--- src/rtl/raabb_fp_pkg.sv ---
// Shared definitions for the ray-AABB floating-point blocks (FloPoCo 11/21 words).
package raabb_fp_pkg;
    localparam int W  = 35;
    localparam int WE = 11;
    localparam int WF = 21;

    localparam logic [1:0] EXC_ZERO   = 2'b00;
    localparam logic [1:0] EXC_NORMAL = 2'b01;
    localparam logic [1:0] EXC_INF    = 2'b10;
    localparam logic [1:0] EXC_NAN    = 2'b11;

    typedef enum logic [2:0] {
        ST_IDLE,
        ST_S1,
        ST_S2,
        ST_S3,
        ST_DONE
    } state_t;

    // Destination of a comparator result, carried alongside the comparator pipeline.
    typedef enum logic [2:0] {
        TAG_NONE,
        TAG_TMIN1,
        TAG_TMAX1,
        TAG_TMIN,
        TAG_TMAX,
        TAG_HIT
    } tag_t;
endpackage

--- src/rtl/fp_cmp_gt.sv ---
// Pipelined a > b: sign/exception of a-b through CMP_LAT-1 stages, then a decode register.
module fp_cmp_gt #(
    parameter int W       = 35,
    parameter int CMP_LAT = 3
) (
    input  logic         clk,
    input  logic         rst_n,
    input  logic [W-1:0] a,
    input  logic [W-1:0] b,
    output logic         gt
);
    import raabb_fp_pkg::*;

    logic           rst;
    logic [1:0]     ea, eb, r_exc;
    logic           sa, sb, r_sgn, a_gt, a_lt;
    logic [W-4:0]   ma, mb;
    logic [CMP_LAT-2:0][2:0] sub_q;
    logic           gt_q;

    assign rst = ~rst_n;

    // Sign/exception of a-b as the subtractor reports them; finite results come out normal.
    always_comb begin
        ea = a[W-1:W-2];
        eb = b[W-1:W-2];
        sa = a[W-3];
        sb = b[W-3];
        ma = a[W-4:0];
        mb = b[W-4:0];
        a_gt = 1'b0;
        a_lt = 1'b0;
        if (ea == EXC_ZERO && eb != EXC_ZERO) begin
            a_gt = sb;
            a_lt = ~sb;
        end else if (eb == EXC_ZERO && ea != EXC_ZERO) begin
            a_gt = ~sa;
            a_lt = sa;
        end else if (ea != EXC_ZERO) begin
            if (sa != sb) begin
                a_gt = ~sa;
                a_lt = sa;
            end else if (ma != mb) begin
                a_gt = (ma > mb) ^ sa;
                a_lt = ~a_gt;
            end
        end
        r_exc = EXC_NORMAL;
        r_sgn = a_lt;
        if (ea == EXC_NAN || eb == EXC_NAN || (ea == EXC_INF && eb == EXC_INF && sa == sb)) begin
            r_exc = EXC_NAN;
            r_sgn = 1'b0;
        end else if (ea == EXC_INF) begin
            r_exc = EXC_INF;
            r_sgn = sa;
        end else if (eb == EXC_INF) begin
            r_exc = EXC_INF;
            r_sgn = ~sb;
        end else if (!a_gt && !a_lt) begin
            r_exc = EXC_ZERO;
            r_sgn = 1'b0;
        end
    end

    always_ff @(posedge clk or posedge rst) begin
        if (rst) begin
            sub_q <= '0;
            gt_q  <= 1'b0;
        end else begin
            sub_q[0] <= {r_exc, r_sgn};
            for (int i = 1; i < CMP_LAT - 1; i++) sub_q[i] <= sub_q[i-1];
            gt_q <= (sub_q[CMP_LAT-2][2:1] == EXC_NORMAL) && !sub_q[CMP_LAT-2][0];
        end
    end

    assign gt = gt_q;
endmodule

--- src/rtl/ray_slab_cmp_sched.sv ---
// Resolves tmin=max(near), tmax=min(far) and the slab hit using one shared pipelined comparator.
module ray_slab_cmp_sched #(
    parameter int W       = 35,
    parameter int CMP_LAT = 3
) (
    input  logic         clk,
    input  logic         rst_n,
    input  logic         in_valid,
    output logic         in_ready,
    input  logic [W-1:0] near_x,
    input  logic [W-1:0] near_y,
    input  logic [W-1:0] near_z,
    input  logic [W-1:0] far_x,
    input  logic [W-1:0] far_y,
    input  logic [W-1:0] far_z,
    output logic         out_valid,
    input  logic         out_ready,
    output logic         out_hit,
    output logic         out_nan,
    output logic [W-1:0] out_tmin,
    output logic [W-1:0] out_tmax
);
    import raabb_fp_pkg::*;

    localparam int CW = $clog2(CMP_LAT + 1);

    state_t                  state_q, state_d;
    logic [CW-1:0]           cnt_q, cnt_d;
    logic                    in_ready_q, accept, cmp_gt;
    logic [W-1:0]            nx_q, ny_q, nz_q, fx_q, fy_q, fz_q;
    logic [W-1:0]            tmin1_q, tmax1_q, tmin_q, tmax_q;
    logic [W-1:0]            cmp_a, cmp_b, cmp_a_q, cmp_b_q;
    logic                    nan_q, hit_q;
    logic [2:0]              issue_tag, tag_out;
    logic [CMP_LAT-1:0][2:0] tag_q;

    assign accept  = in_valid && in_ready_q;
    assign tag_out = tag_q[CMP_LAT-1];

    always_ff @(posedge clk or negedge rst_n) begin
        if (!rst_n) begin
            state_q    <= ST_IDLE;
            cnt_q      <= '0;
            in_ready_q <= 1'b0;
        end else begin
            state_q    <= state_d;
            cnt_q      <= cnt_d;
            in_ready_q <= (state_d == ST_IDLE);
        end
    end

    // S1/S2 issue at cnt 0 and 1 and move on at cnt==CMP_LAT; S3 ends when its tagged result lands.
    always_comb begin
        state_d = state_q;
        cnt_d   = cnt_q;
        case (state_q)
            ST_IDLE: if (accept) begin
                state_d = ST_S1;
                cnt_d   = '0;
            end
            ST_S1: if (cnt_q == CW'(CMP_LAT)) begin
                state_d = ST_S2;
                cnt_d   = '0;
            end else cnt_d = cnt_q + 1'b1;
            ST_S2: if (cnt_q == CW'(CMP_LAT)) begin
                state_d = ST_S3;
                cnt_d   = '0;
            end else cnt_d = cnt_q + 1'b1;
            ST_S3: if (tag_out == TAG_HIT) state_d = ST_DONE;
                   else if (cnt_q != CW'(CMP_LAT)) cnt_d = cnt_q + 1'b1;
            ST_DONE: if (out_ready) state_d = ST_IDLE;
            default: state_d = ST_IDLE;
        endcase
    end

    always_comb begin
        cmp_a     = cmp_a_q;
        cmp_b     = cmp_b_q;
        issue_tag = TAG_NONE;
        out_valid = (state_q == ST_DONE);
        case (state_q)
            ST_S1: if (cnt_q == CW'(0)) begin
                cmp_a = ny_q; cmp_b = nx_q; issue_tag = TAG_TMIN1;
            end else if (cnt_q == CW'(1)) begin
                cmp_a = fx_q; cmp_b = fy_q; issue_tag = TAG_TMAX1;
            end
            ST_S2: if (cnt_q == CW'(0)) begin
                cmp_a = nz_q; cmp_b = tmin1_q; issue_tag = TAG_TMIN;
            end else if (cnt_q == CW'(1)) begin
                cmp_a = tmax1_q; cmp_b = fz_q; issue_tag = TAG_TMAX;
            end
            ST_S3: if (cnt_q == CW'(1)) begin
                cmp_a = tmin_q; cmp_b = tmax_q; issue_tag = TAG_HIT;
            end
            default: ;
        endcase
    end

    always_ff @(posedge clk or negedge rst_n) begin
        if (!rst_n) begin
            {nx_q, ny_q, nz_q, fx_q, fy_q, fz_q} <= '0;
            {tmin1_q, tmax1_q, tmin_q, tmax_q}   <= '0;
            cmp_a_q <= '0;
            cmp_b_q <= '0;
            tag_q   <= '0;
            nan_q   <= 1'b0;
            hit_q   <= 1'b0;
        end else begin
            cmp_a_q <= cmp_a;
            cmp_b_q <= cmp_b;
            tag_q   <= {tag_q[CMP_LAT-2:0], issue_tag};
            if (accept) begin
                nx_q <= near_x; ny_q <= near_y; nz_q <= near_z;
                fx_q <= far_x;  fy_q <= far_y;  fz_q <= far_z;
                nan_q <= (near_x[W-1:W-2] == EXC_NAN) || (near_y[W-1:W-2] == EXC_NAN) ||
                         (near_z[W-1:W-2] == EXC_NAN) || (far_x[W-1:W-2] == EXC_NAN) ||
                         (far_y[W-1:W-2] == EXC_NAN) || (far_z[W-1:W-2] == EXC_NAN);
            end
            case (tag_out)
                TAG_TMIN1: tmin1_q <= cmp_gt ? ny_q : nx_q;
                TAG_TMAX1: tmax1_q <= cmp_gt ? fy_q : fx_q;
                TAG_TMIN:  tmin_q  <= cmp_gt ? nz_q : tmin1_q;
                TAG_TMAX:  tmax_q  <= cmp_gt ? fz_q : tmax1_q;
                TAG_HIT:   hit_q   <= !cmp_gt && !nan_q &&
                                      (tmax_q[W-1:W-2] == EXC_ZERO || !tmax_q[W-3]);
                default: ;
            endcase
        end
    end

    fp_cmp_gt #(.W(W), .CMP_LAT(CMP_LAT)) u_cmp (
        .clk   (clk),
        .rst_n (rst_n),
        .a     (cmp_a),
        .b     (cmp_b),
        .gt    (cmp_gt)
    );

    assign in_ready = in_ready_q;
    assign out_hit  = hit_q;
    assign out_nan  = nan_q;
    assign out_tmin = tmin_q;
    assign out_tmax = tmax_q;
endmodule

--- config.mk ---
export PLATFORM = sky130hd
export DESIGN_NAME = ray_slab_cmp_sched
export DESIGN_NICKNAME = d
export VERILOG_FILES = /design/src/rtl/raabb_fp_pkg.sv /design/src/rtl/fp_cmp_gt.sv /design/src/rtl/ray_slab_cmp_sched.sv
export SDC_FILE = /design/constraint.sdc
export NUM_CORES = 1
export LEC_CHECK = 0
export ABC_AREA = 1
export BUFFER_PORTS_ARGS = -buffer_cell sky130_fd_sc_hd__buf_2
export CORE_AREA = 2 2 215 196
export DETAILED_ROUTE_END_ITERATION = 16
export DIE_AREA = 0 0 217 198
export PLACE_DENSITY_LB_ADDON = 0.1
export SYNTH_ARGS = -nofsm -noshare
export SYNTH_HDL_FRONTEND = slang
export SYNTH_SLANG_ARGS = --single-unit
--- constraint.sdc ---
create_clock -name clk -period 3.3 [get_ports clk]
set_input_delay 0.165 -clock clk [delete_from_list [all_inputs] [get_ports clk]]
set_output_delay 0.165 -clock clk [all_outputs]
set_load 0.02 [all_outputs]
Word-level counts from Yosys, hierarchy flattened
Cells that the tools add are included.
- multipliers: 0
- equality and inequality tests: 29
- shifts and indexed selects: 0
- order comparisons: 1
- reduce and logical (&&, ||, !) cells: 34
- bitwise logic cells: 4
- add/subtract/negate cells: 1
- divide/modulo/power cells: 0
- mux-type cells: 51
- operator list (kind ; number):
    $mux W35 ; 14
    $pmux W35 S3 ; 2
    $gt A32 B32 Y1 ; 1
    $ne A32 B32 Y1 ; 1
    $mux W3 ; 8
    $eq A2 B2 Y1 const B ; 11
    $mux W2 ; 9
    $mux W1 ; 15
    $pmux W3 S5 ; 1
    $eq A3 B2 Y1 const B ; 4
    $eq A3 B3 Y1 const B ; 3
    $logic_and A1 B1 Y1 ; 9
    $pmux W3 S3 ; 1
    $logic_not A2 Y1 ; 4
    $logic_or A1 B1 Y1 ; 8
    $ne A2 B2 Y1 const B ; 4
    $eq A3 B1 Y1 const B ; 2
    $logic_not A1 Y1 ; 6
    $logic_not A3 Y1 ; 2
    $pmux W2 S3 ; 1
    $eq A2 B1 Y1 const B ; 2
    $reduce_and A4 Y1 ; 1
    $reduce_bool A2 Y1 ; 2
    $not A1 Y1 ; 3
    6 further kinds ; 6
- bits in read-only memories: 0
- flip-flop bits (word level): 444
- memory bits (writable): 0
- output and inout port bits: 74
- memories kept: 0
- latch bits: 0
- word-level logic and storage cells: 143

Longest topological paths before layout
- depth in word-level cells: 18
- gate-level depth with buffers: 30
- depth with buffers taken out: 29

Cells and area by module
A second synthesis with hierarchy kept.
- cell total of the unflattened synthesis: 3116
- area total of the unflattened synthesis: 23128.4 um2
- modules (own cells, without submodules) (module ; sequential area each (um2) ; area an instance (um2) ; instances ; cells an instance):
    ray_slab_cmp_sched ; 10935.5 ; 21853.5 ; 1 ; 2922
    fp_cmp_gt ; 175.2 ; 1275.0 ; 1 ; 194

Worst setup path after synthesis
No wires, ideal clock.
- path type: register -> register
- start: register cnt_q[0]
- end: register u_cmp.sub_q[1] (netlist name)
- setup time: 0.120 ns
- buffers on the path: 2
- slack: -0.108 ns
- stages on the path, launching flop included: 23
- period minus slack after synthesis: 3.408 ns
- data arrival time: 3.287 ns
- data required time: 3.180 ns
- cell sequence: dfrtp_1 > ha_1 > inv_2 > nor2_4 > nand2_1 > buf_2 > buf_1 > o22ai_1 > a221oi_1 > o211ai_1 > ha_1 > nand2_1 > nor2_1 > nand2_1 > nor2_1 > nand4_1 > a21boi_0 > nand3_1 > nand2_1 > a21boi_0 > nand2_1 > nand2_1 > nand2_1
- word-level cells in the longest chain between the ends: 18
- elaborated cells on any way between the ends: 53
- classes of those cells: order compare (1); eq/ne (8); mux (26); bitwise (4); reduce/logical (14)
- ends and longest elaborated chain (what ; line ; text):
    from (decl) ; ray_slab_cmp_sched.sv:28 ; logic [CW-1:0] cnt_q, cnt_d;
    from (signal assigned) ; ray_slab_cmp_sched.sv:47 ; cnt_q <= cnt_d;
    $eq A2 B1 Y1 ; ray_slab_cmp_sched.sv:84, ray_slab_cmp_sched.sv:89, ray_slab_cmp_sched.sv:92 ;
    $mux W35 (on tied branches) ; ray_slab_cmp_sched.sv:89, ray_slab_cmp_sched.sv:84 ;
    $mux W35 (on tied branches) ; ray_slab_cmp_sched.sv:87, ray_slab_cmp_sched.sv:82 ;
    $pmux W35 S3 * ; ray_slab_cmp_sched.sv:81 ; case (state_q)
    via cmp_a[31] ; ray_slab_cmp_sched.sv:32 ; logic [W-1:0] cmp_a, cmp_b, cmp_a_q, cmp_b_q;
    $gt A32 B32 Y1 ; fp_cmp_gt.sv:44 ; a_gt = (ma > mb) ^ sa;
    $xor A1 B1 Y1 ; fp_cmp_gt.sv:44 ;
    $not A1 Y1 ; fp_cmp_gt.sv:45 ; a_lt = ~a_gt;
    [4 not listed] ; n/a ;
    $mux W1 ; fp_cmp_gt.sv:33 ; if (ea == EXC_ZERO && eb != EXC_ZERO) begin
    $logic_not A1 Y1 ; fp_cmp_gt.sv:59 ; end else if (!a_gt && !a_lt) begin
    $logic_and A1 B1 Y1 * ; fp_cmp_gt.sv:59 ;
    $mux W1 * ; fp_cmp_gt.sv:59 ;
    $mux W2 * ; fp_cmp_gt.sv:56 ; end else if (eb == EXC_INF) begin
    $mux W2 * ; fp_cmp_gt.sv:53 ; end else if (ea == EXC_INF) begin
    $mux W2 * ; fp_cmp_gt.sv:50 ; if (ea == EXC_NAN || eb == EXC_NAN || (ea == EXC_INF && eb == EXC_INF && sa == sb)) begin
    via u_cmp.r_exc[0] ; fp_cmp_gt.sv:15 ; logic [1:0] ea, eb, r_exc;
    to (decl) ; fp_cmp_gt.sv:18 ; logic [CMP_LAT-2:0][2:0] sub_q;
The timed path passes the listed nets; every way through them passes the cells marked *.
A chain may end at the register's enable or synchronous reset.

Worst setup path after layout
- start: register cnt_q[1]
- end: register u_cmp.sub_q[0] (netlist name)
- word-level cells in the longest chain between the ends: 18
- elaborated cells on any way between the ends: 53
- classes of those cells: order compare (1); eq/ne (8); mux (26); bitwise (4); reduce/logical (14)
- ends and longest elaborated chain (what ; line ; text):
    $eq A2 B1 Y1 ; ray_slab_cmp_sched.sv:84, ray_slab_cmp_sched.sv:89, ray_slab_cmp_sched.sv:92 ;
    $mux W35 (on tied branches) ; ray_slab_cmp_sched.sv:89, ray_slab_cmp_sched.sv:84 ;
    $mux W35 (on tied branches) ; ray_slab_cmp_sched.sv:87, ray_slab_cmp_sched.sv:82 ;
    $pmux W35 S3 * ; ray_slab_cmp_sched.sv:81 ;
    via cmp_b[31] ; ray_slab_cmp_sched.sv:32 ;
    $gt A32 B32 Y1 ; fp_cmp_gt.sv:44 ;
    $xor A1 B1 Y1 ; fp_cmp_gt.sv:44 ;
    $not A1 Y1 ; fp_cmp_gt.sv:45 ;
    [4 not listed] ; n/a ;
    $mux W1 ; fp_cmp_gt.sv:33 ;
    $logic_not A1 Y1 ; fp_cmp_gt.sv:59 ;
    $logic_and A1 B1 Y1 ; fp_cmp_gt.sv:59 ;
    $mux W1 * ; fp_cmp_gt.sv:59 ;
    $mux W1 * ; fp_cmp_gt.sv:56 ;
    $mux W1 * ; fp_cmp_gt.sv:53 ;
    $mux W1 * ; fp_cmp_gt.sv:50 ;
    via u_cmp.r_sgn ; fp_cmp_gt.sv:16 ; logic sa, sb, r_sgn, a_gt, a_lt;
Marked as above.

==> results.py <==
metrics = {
    "power_and_ir_drop": {
        "ir_worst_vdd_uv": 530.2,
        "powerDensity_nw_per_um2": 1056,
        "p_leak_nw": 14.32,
        "power_frac_comb": 0.488,
        "p_int_w": 0.01722,
        "p_sw_w": 0.01338,
        "sw_frac_of_total": 0.4373,
        "seqPwrFrac": 0.327,
        "pwr-share-clk": 0.185,
    },
    "sta": {
        "fin_crit_sh": 1.054,
        "finalWorstSetupSlack_ps": -176.9,
        "setup_viol": 2,
        "relSlewSlack": 0.4028,
        "fin_worst_skew_ps": 14.57,
        "final.setup.tns_ps": -336.6,
        "final_max_slew_viol_count": 0,
        "tightest_slew_ps": 895.8,
        "rsz0062_at_grt": "yes",
        "hold_violations": 0,
        "fmax_mhz": 287.6,
        "min_period_ps": 3477,
    },
    "synth": {
        "ys_warn_count": 0,
        "synth_nets": 2749,
        "avgSynthCellArea_um2": 8.403,
        "synth-seq-area-share": 0.5289,
        "synth_cell_types": 44,
        "yosys.area.top_type_share": 0.5289,
        "syn_inst": 2500,
        "ys_ff_latch": 444,
        "synth.area.top_cells": "dfrtp_1, nand2_1, o21ai_0",
        "yosys.area.top_type": "dfrtp_1",
        "syn_area_um2": 21010,
    },
    "worst_setup_path": {
        "startpoint_type": "flip-flop",
        "cp_max_fo": 5,
        "crit_buf_inv": 6,
        "slowest_stage": "dfrtp_1",
        "crit_type": "reg -> reg",
        "cp_common_cell": "nor2_4",
        "max_stage_delay_ps": 400,
        "cp-end-kind": "flip-flop",
        "crit_required_ps": 3830,
        "critical-path-top-delay-family": "simple AND/OR/NAND/NOR gates",
        "cp.arrival_ps": 4000,
    },
    "detailed_routing": {
        "routed_wl_um": 76760,
        "post-route-drc-count": 0,
        "wl_per_cell_um": 20.87,
        "dr.pass1.iters": 5,
        "routed_via_density": 5.714,
        "antenna_left": 0,
        "drt_iter0_markers": 2263,
        "vias": 21017,
    },
    "worst_hold_path": {
        "min_path_type": "in -> reg",
    },
    "clocking": {
        "h-tree-depth": 2,
        "cts_sinks": 444,
        "clk_pin_slew_ps": 60,
        "cts_made_buffers": 47,
        "cts_tree": "done",
        "clock_path_buffers": 3,
        "worst_skew_pair.late_latency_ps": 590,
        "cts_root_buffer": "clkbuf_16",
    },
    "grt": {
        "grtUsageMet3": 0.04808,
        "busiest_layer": "met2",
        "grt_pass1_wl_um": 117300,
        "use_met1": 0.4892,
        "overflow": 0,
        "grt_pass1_vias": 20422,
        "grt_max_degree": 138,
        "met2_usage": 0.5765,
        "antenna_found_initial": 1,
        "grtUsageTotal": 0.3566,
    },
    "finish": {
        "diodes": 0,
        "layout-drive-gt1-share": 0.2280,
        "stdcell_area_um2": 28980,
        "nets": 3343,
        "syn_to_final_growth_pct": 37.96,
        "final_cells": 3678,
    },
    "floorplanning": {
        "ios": 288,
        "core_um2": 41040,
        "die_area_um2": 42970,
        "rows": 71,
        "fp.dieW_um": 217,
        "initial_core_util": 0.5119,
        "die_h_um": 198,
    },
    "status": {
        "failed_checks": "negative setup slack",
        "status": "complete, but fails checks",
    },
    "place": {
        "port_buffers": 287,
        "postPlaceCellArea_um2": 23970,
        "dpl.hpwl_um": 50140,
        "placed_cells": 3317,
        "routabilityCongestion": 0.9213,
    },
    "flow_run": {
        "maxCapViolCount": 0,
    },
}
## path summary, 6_finish.rpt
check	startpoint	endpoint	slack, ps	cells past startpoint
max in group asynchronous	rst_n	nx_q[33]	1990	4
worst min register to register	u_cmp.sub_q[2]	u_cmp.sub_q[5]	350	0
worst max register to register	cnt_q[1]	u_cmp.sub_q[0]	-180	26
worst max-delay path	cnt_q[1]	u_cmp.sub_q[0]	-180	26
worst min-delay path	out_ready	state_q[2]	50	3
min in group asynchronous	rst_n	nx_q[16]	210	2
## cells in the final DEF (no fill, tap or decap), types with 14 or more instances in the layout
cell type      netlist  routed
dfrtp_1            444     442
o22ai_1             51      45
o21ai_0            220     204
nor2_1              83      74
o21ai_1              2      16
o211ai_1           116     116
ha_1                35      29
nand3_1             43      41
nand2_1            770     755
nor3_1              36      31
or2_2               17      17
buf_2                9     286
dlygate4sd3_1        0     211
o311ai_1             0      16
a21oi_1             51      43
clkbuf_16            0      49
a221oi_1            31      17
buf_4                1     155
inv_1              293     286
nand2_2              5      14
a31oi_1             43      43
buf_12               0      30
## metal layers
metal | up-vias | part of all wire | routed length [um]
li1 | 9460 | - | -
met1 | 10247 | 0.40 | 30920
met4 | 2 | 0.038 | 2891
met2 | 1122 | 0.47 | 35970
met3 | 186 | 0.091 | 6964
met5 | - | 0.00014 | 11
## final cells by class
cell class	count	area, um^2
fillers	3138	12060
multi-input cells	1598	8781
inverters	303	1169
flip-flops and latches	444	11120
repair buffers	700	5589
clock inverters	17	241.5
well taps	547	684.4
clock buffers	69	1401
## cells in the mapped netlist (all sizes together)
library cell    n
o32ai           2
o22ai          51
o221ai          7
nor3b           1
o2111ai         3
nand3          45
a31oi          43
clkbuf        132
dfrtp         444
a21boi          3
nor2           91
inv           302
a32o            1
o211ai        117
a21oi          52
clkinv          1
nand4           4
o311ai         18
nand2         776
o21a           13
o21ai         222
or2            17
a32oi           1
buf            23
nor3           37
a21o            1
a211oi          1
a221oi         31
a2111oi        22
ha             35
a22o            4
## worst min-delay path: stages
cell	delay, ps
buf_2	140
nor3_1	150
or2_2	140
## stage by stage
step	hold slack, ps	worst slack [ps]	power [W]	util
after floorplan	-130.6	4.200	0.01697	-
after global placement	255.8	-284.5	0.02203	0.5841
after detailed placement	252.8	-378.8	0.02229	0.5841
after CTS	31.96	-71.17	0.02951	0.6977
after global routing	68.23	-405.5	0.03238	0.7061
final	47.07	-176.9	0.03060	0.7061
## cells by family (layout without fill, tap and decap cells)
| kind of cell | after synthesis | in the layout | share of synthesized area |
|---|---|---|---|
| compound gates | 592 | 592 | 0.1836 |
| buf+inv | 458 | 1089 | 0.08255 |
| simple gates | 971 | 971 | 0.1842 |
| flops | 444 | 444 | 0.5289 |
| fa+ha+maj | 35 | 35 | 0.02085 |
## power groups by stage
stage          clock, W  sequential, W  combinational [W]
2_1_floorplan         0        0.00956            0.00741
3_3_place_gp          0        0.00990             0.0121
3_5_place_dp          0        0.00992             0.0124
4_1_cts         0.00569        0.00989             0.0139
5_1_grt         0.00593         0.0102             0.0163
6_report        0.00566         0.0100             0.0149
## what timing repair did
action | CTS | global route
endpoints found under the hold margin | 289 | 0
pin swaps | 31 | 38
hold buffers | 211 | 0
setup endpoints to repair | 2 | 4
gates resized for setup | 100 | 68
setup buffers | 50 | 16
cloned | 3 | 0
No activity file was read; power rests on OpenSTA's default activity.
